**config.mk**
```make
export PLATFORM = sky130hd
export DESIGN_NAME = seq_frame_tx
export DESIGN_NICKNAME = d
export VERILOG_FILES = /design/src/rtl/seq_tx_pkg.sv /design/src/rtl/seq_tx_shifter.sv /design/src/rtl/seq_frame_tx.sv
export SDC_FILE = /design/constraint.sdc
export NUM_CORES = 1
export LEC_CHECK = 0
export CORE_MARGIN = 3
export CORE_UTILIZATION = 42
export CTS_CLUSTER_DIAMETER = 120
export DETAILED_ROUTE_END_ITERATION = 10
export PLACE_DENSITY = 0.75
export SKIP_CTS_REPAIR_TIMING = 1
export SLEW_MARGIN = 20
export SYNTH_ARGS = -nofsm -noshare
export SYNTH_HDL_FRONTEND = slang
export SYNTH_SLANG_ARGS = --single-unit
```
**constraint.sdc**
```tcl
create_clock -name clk -period 2.4 [get_ports clk]
set_input_delay 0.48 -clock clk [delete_from_list [all_inputs] [get_ports clk]]
set_output_delay 0.48 -clock clk [all_outputs]
set_load 0.01 [all_outputs]
```
**src/rtl/seq_tx_pkg.sv**
```systemverilog
// Shared types and helpers for the serial frame transmitter.
// Parity support in seq_frame_tx is selected by the PARITY_EN macro.
package seq_tx_pkg;

    typedef enum logic [2:0] {
        ST_IDLE = 3'd0,
        ST_PRE  = 3'd1,
        ST_DATA = 3'd2,
        ST_PAR  = 3'd3,
        ST_GAP  = 3'd4
    } state_e;

    localparam logic [3:0] DEFAULT_PREAMBLE = 4'b1011;

    // Bits needed to hold values 0..value-1, never less than one.
    function automatic int clog2(input int value);
        int r;
        r = 1;
        for (int i = 1; i < 31; i++) begin
            if ((1 << i) < value) r = i + 1;
        end
        return r;
    endfunction

    function automatic int max3(input int a, input int b, input int c);
        int m;
        m = (a > b) ? a : b;
        return (m > c) ? m : c;
    endfunction

endpackage

```
**src/rtl/seq_tx_shifter.sv**
```systemverilog
// MSB-first shift register with a remaining-bits down-counter.
// load presents the MSB immediately to the caller and keeps only the rest.
module seq_tx_shifter
    import seq_tx_pkg::*;
#(
    parameter int W     = 12,
    parameter int CNT_W = 4
) (
    input  logic             clk,
    input  logic             reset,
    input  logic             load,
    input  logic [W-1:0]     load_data,
    input  logic             set_cnt,
    input  logic [CNT_W-1:0] cnt_in,
    input  logic             shift,
    output logic             bit_out,
    output logic             last,
    output logic             almost_last
);

    logic [W-1:0]     data_q, data_d;
    logic [CNT_W-1:0] cnt_q, cnt_d;

    always_comb begin
        data_d = data_q;
        cnt_d  = cnt_q;
        if (load) begin
            data_d = load_data << 1;
            cnt_d  = cnt_in;
        end else begin
            if (shift) data_d = data_q << 1;
            // Counter saturates at zero so it never wraps.
            if (set_cnt)
                cnt_d = cnt_in;
            else if (shift && cnt_q != '0)
                cnt_d = cnt_q - 1'b1;
        end
    end

    always_ff @(posedge clk or negedge reset) begin
        if (!reset) begin
            data_q <= '0;
            cnt_q  <= '0;
        end else begin
            data_q <= data_d;
            cnt_q  <= cnt_d;
        end
    end

    assign bit_out     = data_q[W-1];
    assign last        = (cnt_q == '0);
    assign almost_last = (cnt_q == CNT_W'(1));

endmodule

```
**src/rtl/seq_frame_tx.sv**
```systemverilog
// Serial frame transmitter: preamble, payload MSB first, optional parity, idle gap.
// Define PARITY_EN to append an even-parity bit after the payload.
module seq_frame_tx
    import seq_tx_pkg::*;
#(
    parameter int               DATA_W     = 8,
    parameter int               PRE_W      = 4,
    parameter logic [PRE_W-1:0] PREAMBLE   = PRE_W'(DEFAULT_PREAMBLE),
    parameter int               GAP_CYCLES = 1
) (
    input  logic              clk,
    input  logic              reset,
    input  logic              in_valid,
    input  logic [DATA_W-1:0] in_data,
    output logic              in_ready,
    output logic              x,
    output logic              x_valid,
    output logic              busy,
    output logic              done
);

    localparam int FRAME_W = PRE_W + DATA_W;
    localparam int CNT_W   = clog2(max3(PRE_W, DATA_W, GAP_CYCLES) + 1);
    localparam logic [CNT_W-1:0] PRE_LAST  = CNT_W'(PRE_W - 1);
    localparam logic [CNT_W-1:0] DATA_LAST = CNT_W'(DATA_W - 1);
    localparam logic [CNT_W-1:0] GAP_LAST  = CNT_W'((GAP_CYCLES > 0) ? GAP_CYCLES - 1 : 0);

    state_e state_q, state_d;
    logic   x_q, x_d, x_valid_q, x_valid_d, done_q, done_d;
    logic   sh_load, sh_set_cnt, sh_shift, sh_bit, sh_last, sh_almost_last;
    logic   frame_end;
    logic   [CNT_W-1:0] sh_cnt_in;
`ifdef PARITY_EN
    logic   parity_q, parity_d;
`endif

    seq_tx_shifter #(.W(FRAME_W), .CNT_W(CNT_W)) u_shifter (
        .clk         (clk),
        .reset       (reset),
        .load        (sh_load),
        .load_data   ({PREAMBLE, in_data}),
        .set_cnt     (sh_set_cnt),
        .cnt_in      (sh_cnt_in),
        .shift       (sh_shift),
        .bit_out     (sh_bit),
        .last        (sh_last),
        .almost_last (sh_almost_last)
    );

    assign in_ready = (state_q == ST_IDLE);
    assign busy     = (state_q != ST_IDLE);

    // x_d is the bit shown in the cycle after this edge, so each branch
    // computes the bit belonging to state_d.
    always_comb begin
        state_d    = state_q;
        x_d        = 1'b0;
        x_valid_d  = 1'b0;
        done_d     = 1'b0;
        sh_load    = 1'b0;
        sh_set_cnt = 1'b0;
        sh_shift   = 1'b0;
        sh_cnt_in  = '0;
        frame_end  = 1'b0;
`ifdef PARITY_EN
        parity_d   = parity_q;
`endif
        case (state_q)
            ST_IDLE: begin
                if (in_valid) begin
                    state_d   = ST_PRE;
                    sh_load   = 1'b1;
                    sh_cnt_in = PRE_LAST;
                    x_d       = PREAMBLE[PRE_W-1];
                    x_valid_d = 1'b1;
`ifdef PARITY_EN
                    parity_d  = ^in_data;
`endif
                end
            end
            ST_PRE: begin
                sh_shift  = 1'b1;
                x_d       = sh_bit;
                x_valid_d = 1'b1;
                if (sh_last) begin
                    state_d    = ST_DATA;
                    sh_set_cnt = 1'b1;
                    sh_cnt_in  = DATA_LAST;
                end
            end
            ST_DATA: begin
                if (!sh_last) begin
                    sh_shift  = 1'b1;
                    x_d       = sh_bit;
                    x_valid_d = 1'b1;
                end else begin
`ifdef PARITY_EN
                    state_d   = ST_PAR;
                    x_d       = parity_q;
                    x_valid_d = 1'b1;
`else
                    frame_end = 1'b1;
`endif
                end
            end
`ifdef PARITY_EN
            ST_PAR:  frame_end = 1'b1;
`endif
            ST_GAP: begin
                if (sh_last) state_d = ST_IDLE;
                else         sh_shift = 1'b1;
            end
            default: state_d = ST_IDLE;
        endcase

        if (frame_end) begin
            if (GAP_CYCLES > 0) begin
                state_d    = ST_GAP;
                sh_set_cnt = 1'b1;
                sh_cnt_in  = GAP_LAST;
            end else begin
                state_d = ST_IDLE;
            end
        end

        // done rides with the final frame bit, which is entered on this edge.
`ifdef PARITY_EN
        done_d = (state_d == ST_PAR);
`else
        if (state_d == ST_DATA)
            done_d = (state_q == ST_PRE) ? (DATA_W == 1) : sh_almost_last;
`endif
    end

    always_ff @(posedge clk or negedge reset) begin
        if (!reset) begin
            state_q   <= ST_IDLE;
            x_q       <= 1'b0;
            x_valid_q <= 1'b0;
            done_q    <= 1'b0;
        end else begin
            state_q   <= state_d;
            x_q       <= x_d;
            x_valid_q <= x_valid_d;
            done_q    <= done_d;
        end
    end

`ifdef PARITY_EN
    always_ff @(posedge clk or negedge reset) begin
        if (!reset) parity_q <= 1'b0;
        else        parity_q <= parity_d;
    end
`endif

    assign x       = x_q;
    assign x_valid = x_valid_q;
    assign done    = done_q;

endmodule

```
After elaboration in Yosys (flattened, before gate mapping)
Index checks and enable logic that the tools add are counted.

Mux-type cells: 27. Equality and inequality tests: 5. Add/subtract/negate cells: 1. Bitwise logic cells: 0. Multipliers: 0. Reduce and logical (&&, ||, !) cells: 8. Order comparisons: 0. Shift-type cells: 0. Div/mod/pow operators: 0.

Operator list (count): $mux W12 (2); $mux W4 (4); $mux W3 (5); $pmux W3 S4 (1); $mux W1 (10); $eq A3 B2 Y1 const B (2); $pmux W1 S3 (2); $pmux W3 S2 (1); $reduce_bool A3 Y1 (2); $eq A4 B1 Y1 const B (1); $logic_not A4 Y1 (1); $reduce_bool A4 Y1 (1); $sub A4 B1 Y4 const B (1); $eq A3 B1 Y1 const B (1); $eq A3 B3 Y1 const B (1); $logic_not A3 Y1 (1); $mux W2 (1); $pmux W1 S2 (1); $reduce_bool A2 Y1 (1); $reduce_or A2 Y1 (1); $logic_and A1 B1 Y1 (1).

Bits in latches: 0. Flip-flop bits (word level): 22. Word-level logic and storage cells: 47. Memories kept: 0. RAM bits: 0. ROM bits: 0. Output and inout port bits: 5. Input port bits: 11.

Logic depth before layout (Yosys ltp)
Word-level depth: 7. Mapped depth: 7. Mapped depth without buffers: 6.

By module
From an unflattened synthesis, not the netlist that was laid out.

Cell total of the unflattened synthesis: 120. Area total of the unflattened synthesis: 1154.9 um^2.

By module, submodules not included: seq_tx_shifter (sequential area each 375.4 um^2, cells each 79, times used 1, area each 765.7 um^2); seq_frame_tx (sequential area each 150.1 um^2, cells each 41, times used 1, area each 389.1 um^2).

Worst setup path after synthesis
No wires, ideal clock.

Kind: flip-flop to flip-flop. Start: register u_shifter.cnt_q[1]. End: register u_shifter.data_q[8]. Data required time: 2.275 ns. Cell stages (with the launch flop): 6. Library setup time: 0.125 ns. Path buffers: 0. Arrival time: 1.720 ns. Setup slack: 0.555 ns. Period minus slack after synthesis: 1.845 ns. Cell sequence: dfrtp_1 -> inv_1 -> ha_1 -> or3b_2 -> a21boi_4 -> mux2_2.

Cells in the longest elaborated chain, start to end: 4.

Ends and longest elaborated chain: start: declaration (line seq_tx_shifter.sv:22) `logic [CNT_W-1:0] cnt_q, cnt_d;`; start signal: assignment (line seq_tx_shifter.sv:46) `cnt_q <= cnt_d;`; $logic_not A4 Y1 (line seq_tx_shifter.sv:51) `assign last = (cnt_q == '0);`; $mux W1 (line seq_frame_tx.sv:92, seq_frame_tx.sv:110); $pmux W1 S2 (line seq_frame_tx.sv:68) `case (state_q)`; $reduce_bool A2 Y1 (no line); end signal: assignment (line seq_tx_shifter.sv:45) `data_q <= data_d;`; end: declaration (line seq_tx_shifter.sv:21) `logic [W-1:0] data_q, data_d;`.

No other way between the ends. A chain may end at the register's enable or synchronous reset.

Worst setup path after layout
Start: register state_q[0]. End: output in_ready.

Cells in the longest elaborated chain, start to end: 1.

Ends and longest elaborated chain: start: declaration (line seq_frame_tx.sv:28) `state_e state_q, state_d;`; start signal: assignment (line seq_frame_tx.sv:142) `state_q <= state_d;`; $logic_not A3 Y1 (line seq_frame_tx.sv:50) `assign in_ready = (state_q == ST_IDLE);`; end: declaration (line seq_frame_tx.sv:15) `output logic in_ready,`.

No other way between the ends.

==> impl_summary.txt <==
----------------------------------------------------
[Final layout]
  Fraction of layout instances using a drive strength above 1 ... 14.29%
  Total number of nets in the final design ... 147
  Non-Filler Cell Area, Final ... 1388 um2
  Filler cells ... 234
  Antenna diode instance count ... 0
  Layout-stage area growth over the synthesis result ... 16.00%
  Core Util, Final ... 53.57%

[Worst setup path]
  Crit Path Max Fanout ... 3
  Required time at the worst-slack endpoint ... 1.92 ns
  Critical R2R Launch ... u_shifter.cnt_q[1]
  Standard cell with the maximum stage delay on the critical path ... clkdlybuf4s50_1
  Category of cells accounting for the largest share of critical-path delay ... buffers and inverters
  Startpoint class of the critical path ... flop
  Buf/Inv on CP ... 2
  Critical-path cell list ... or3_4 > inv_2 > clkdlybuf4s50_1
  Kind of critical path ... flop to primary output
  Data arrival at the endpoint of the critical path ... 1.73 ns
  Maximum cell stage delay along the critical path ... 0.53 ns
  Launching instance or port of the critical path ... state_q[0]
  Endpoint kind of the worst setup timing path ... primary output

[Timing]
  Final Critical Period ... 2.206 ns
  Total setup violations reported at the end of the flow ... 0
  Final Slew Violations ... 0
  Count of endpoints failing hold in the final timing report ... 0
  Setup repair after global routing missed its margin ... no
  Aggregate negative setup slack ... 0 ns
  Slew HR ... 67.12%
  Highest Clock Rate ... 453.2 MHz
  Worst Hold Slack ... 0.4982 ns
  Slew at the pin with the worst max-slew slack ... 0.4910 ns
  Clock Skews ... 0.007639 ns
  Min setup slack post-route ... 0.1936 ns
  Share of the cycle needed by the critical path after routing ... 91.93%

[Synthesis]
  Main synth FF type ... dfrtp_1
  Mean instance size in the synthesized netlist ... 10.05 um2
  Ranking of synthesized cells by area ... dfrtp_1 (44%), mux2i_1 (5.0%), a21oi_1 (4.6%), nand2_1 (2.8%), nor2_1 (2.8%)
  Cell count after synthesis ... 119
  Leading post-synthesis cells by instance count ... dfrtp_1 (21), a21oi_1 (11), nand2_1 (9), nor2_1 (9), mux2i_1 (6)
  Area of the mapped netlist ... 1196 um2
  Largest area contributor in the synthesized netlist ... dfrtp_1
  Synthesized net count ... 132
  Most instantiated library cell after synthesis ... dfrtp_1
  Fraction of synthesized cell area taken by the top area cell type ... 43.93%
  Yosys cell types ... 44
  Fraction of registers with async set/reset ... 100.0%
  Number of enable flip-flop cells after synthesis ... 0
  Register bit total from synthesis ... 21
  Sequential fraction of the synthesis area ... 43.93%
  Warnings from Yosys ... 0

[Place]
  Last weighted congestion value of the routability-driven placer ... 0.8509
  Detailed Place HPWL ... 1.793 mm
  Placed instance area ... 1361 um2
  Buffers on Ports ... 15
  Post-place setup slack ... 0.2890 ns

[Routing]
  Post-route ant nets ... 0
  DRC violations left ... 0
  DR WL/cell ... 15.36 um
  Detail-routed via count per cell ... 5.785
  DR iter-0 viols ... 42
  Routed Wire Length ... 2.503 mm
  Number of iterations in the first detailed-routing pass ... 4
  Total number of vias ... 943

[CTS]
  Clock Tree Buf Depth ... 2
  CTS tree ... yes
  Clock latency on the worst-skew pair ... 0.31 ns
  Clock slew seen by the registers of the worst setup and hold paths ... 0.13 ns
  Root buffer selected by CTS ... clkbuf_4
  Number of clock sinks ... 21
  Num CTS Buffers ... 3
  Number of levels the H-tree was split into ... 1

[Floorplan]
  Floorplan core area ... 2590 um2
  I/O pins ... 16
  Die Footprint ... 3524 um2
  Effective utilization at floorplan ... 46.18%
  Std-Cell Rows ... 18
  Overall die height ... 59.37 um
  Horiz. Die Dim ... 59.37 um

[Global routing]
  Global-route usage over all layers ... 17.21%
  Global route overflow ... 0
  Antenna violations before repair ... 0
  Global-route wire length before repair ... 4.554 mm
  Largest net degree at the start of global routing ... 22
  Number of global-route vias before repair ... 951

[Job]
  Maximum capacitance violations ... 0

[Power and ir drop]
  Worst VDD drop ... 0.7139 mV
  Cell leakage power ... 0.5993 nW
  Pwr Density ... 1370 nW/um2

[Outcome]
  Status ... complete, no violations

[Min path]
  Min-Delay Path Class ... primary input to async pin

----------------------------------------------------
## placed cells by master, fill, tap and decap left out, types with 2 or more instances in the layout
master | synthesis | routed
a2bb2oi_1 | 2 | 2
inv_1 | 3 | 3
buf_4 | 0 | 4
nand2_1 | 9 | 9
and3_1 | 3 | 3
clkbuf_4 | 0 | 3
o21a_1 | 2 | 2
mux2i_1 | 6 | 6
nor2_1 | 9 | 9
or3b_2 | 2 | 2
xnor2_1 | 2 | 2
nor2b_1 | 3 | 3
o21ai_0 | 5 | 5
a21oi_1 | 11 | 11
a221o_1 | 3 | 3
o22ai_1 | 3 | 3
clkdlybuf4s50_1 | 0 | 15
ha_1 | 2 | 2
dfrtp_1 | 21 | 21
## area by class of cell
type                       instances  area (um2)  share of cell area [%]
tap                               30       37.54                   2.705
multi-input combinational         85       603.1                   43.46
inverter                           4       15.01                   1.082
timing repair buffer              19       180.2                   12.98
sequential                        21       525.5                   37.87
clock buffer                       4       26.28                   1.894
## worst register-to-register path: cells and delay by family, from the launching register on
family | cells | cell delay, ns
and+or+nand+nor | 1 | 0.56
buffers and inverters | 1 | 0.12
adders and majority gates | 1 | 0.25
AOI/OAI and AO/OA | 1 | 0.25
DFF | 1 | 0.42
muxes | 1 | 0.36
## logic make-up (layout without fill, tap and decap cells)
family	after synthesis	in the layout	synth area share, %
AOI/OAI and AO/OA	36	36	21.86
xor gates and xnor gates	3	3	2.197
adders and majority gates	2	2	2.092
buffers and inverters	13	27	5.647
DFF	21	21	43.93
muxes	8	8	7.217
and+or+nand+nor	36	36	17.05
## power breakdown
part	switching, W	leakage [nW]	total, W	internal (W)
Sequential	0.000102	0.257	0.000611	0.000510
Combinational	0.000568	0.327	0.00111	0.000543
Clock	0.000115	0.0150	0.000180	0.0000650
Total	0.000784	0.599	0.00190	0.00112
## flip-flops by register name, indices dropped and copies added (netlist names)
signal and cells:
u_shifter.data_q 11, u_shifter.cnt_q 4, state_q 3, done 1, x 1, x_valid 1
## final timing paths
| check | end | slack [ns] | cells past startpoint |
|---|---|---|---|
| max | in_ready | 0.19 | 3 |
| min | u_shifter.cnt_q[0] | 0.50 | 2 |
| max reg2reg | u_shifter.data_q[8] | 0.33 | 5 |
| min reg2reg | u_shifter.data_q[9] | 0.51 | 2 |
| max in group asynchronous | u_shifter.cnt_q[2] | 1.68 | 2 |
| min in group clk | u_shifter.data_q[9] | 0.51 | 2 |
## per-layer routing
metal | track usage, % | vias up | routed length, um
met5 | 0 | - | 0
met4 | 8.738 | 0 | 64
met3 | 2.832 | 7 | 111
met2 | 27.46 | 26 | 1218
met1 | 22.38 | 452 | 1108
li1 | - | 458 | -
## through the flow
step | instances | power [W]
6_report | 163 | 0.001901
3_5_place_dp | 159 | 0.001724
4_1_cts | 163 | 0.001905
3_3_place_gp | 159 | 0.001685
2_1_floorplan | 119 | 0.001470
5_1_grt | 163 | 0.002071
(Power assumes the default switching activity.)
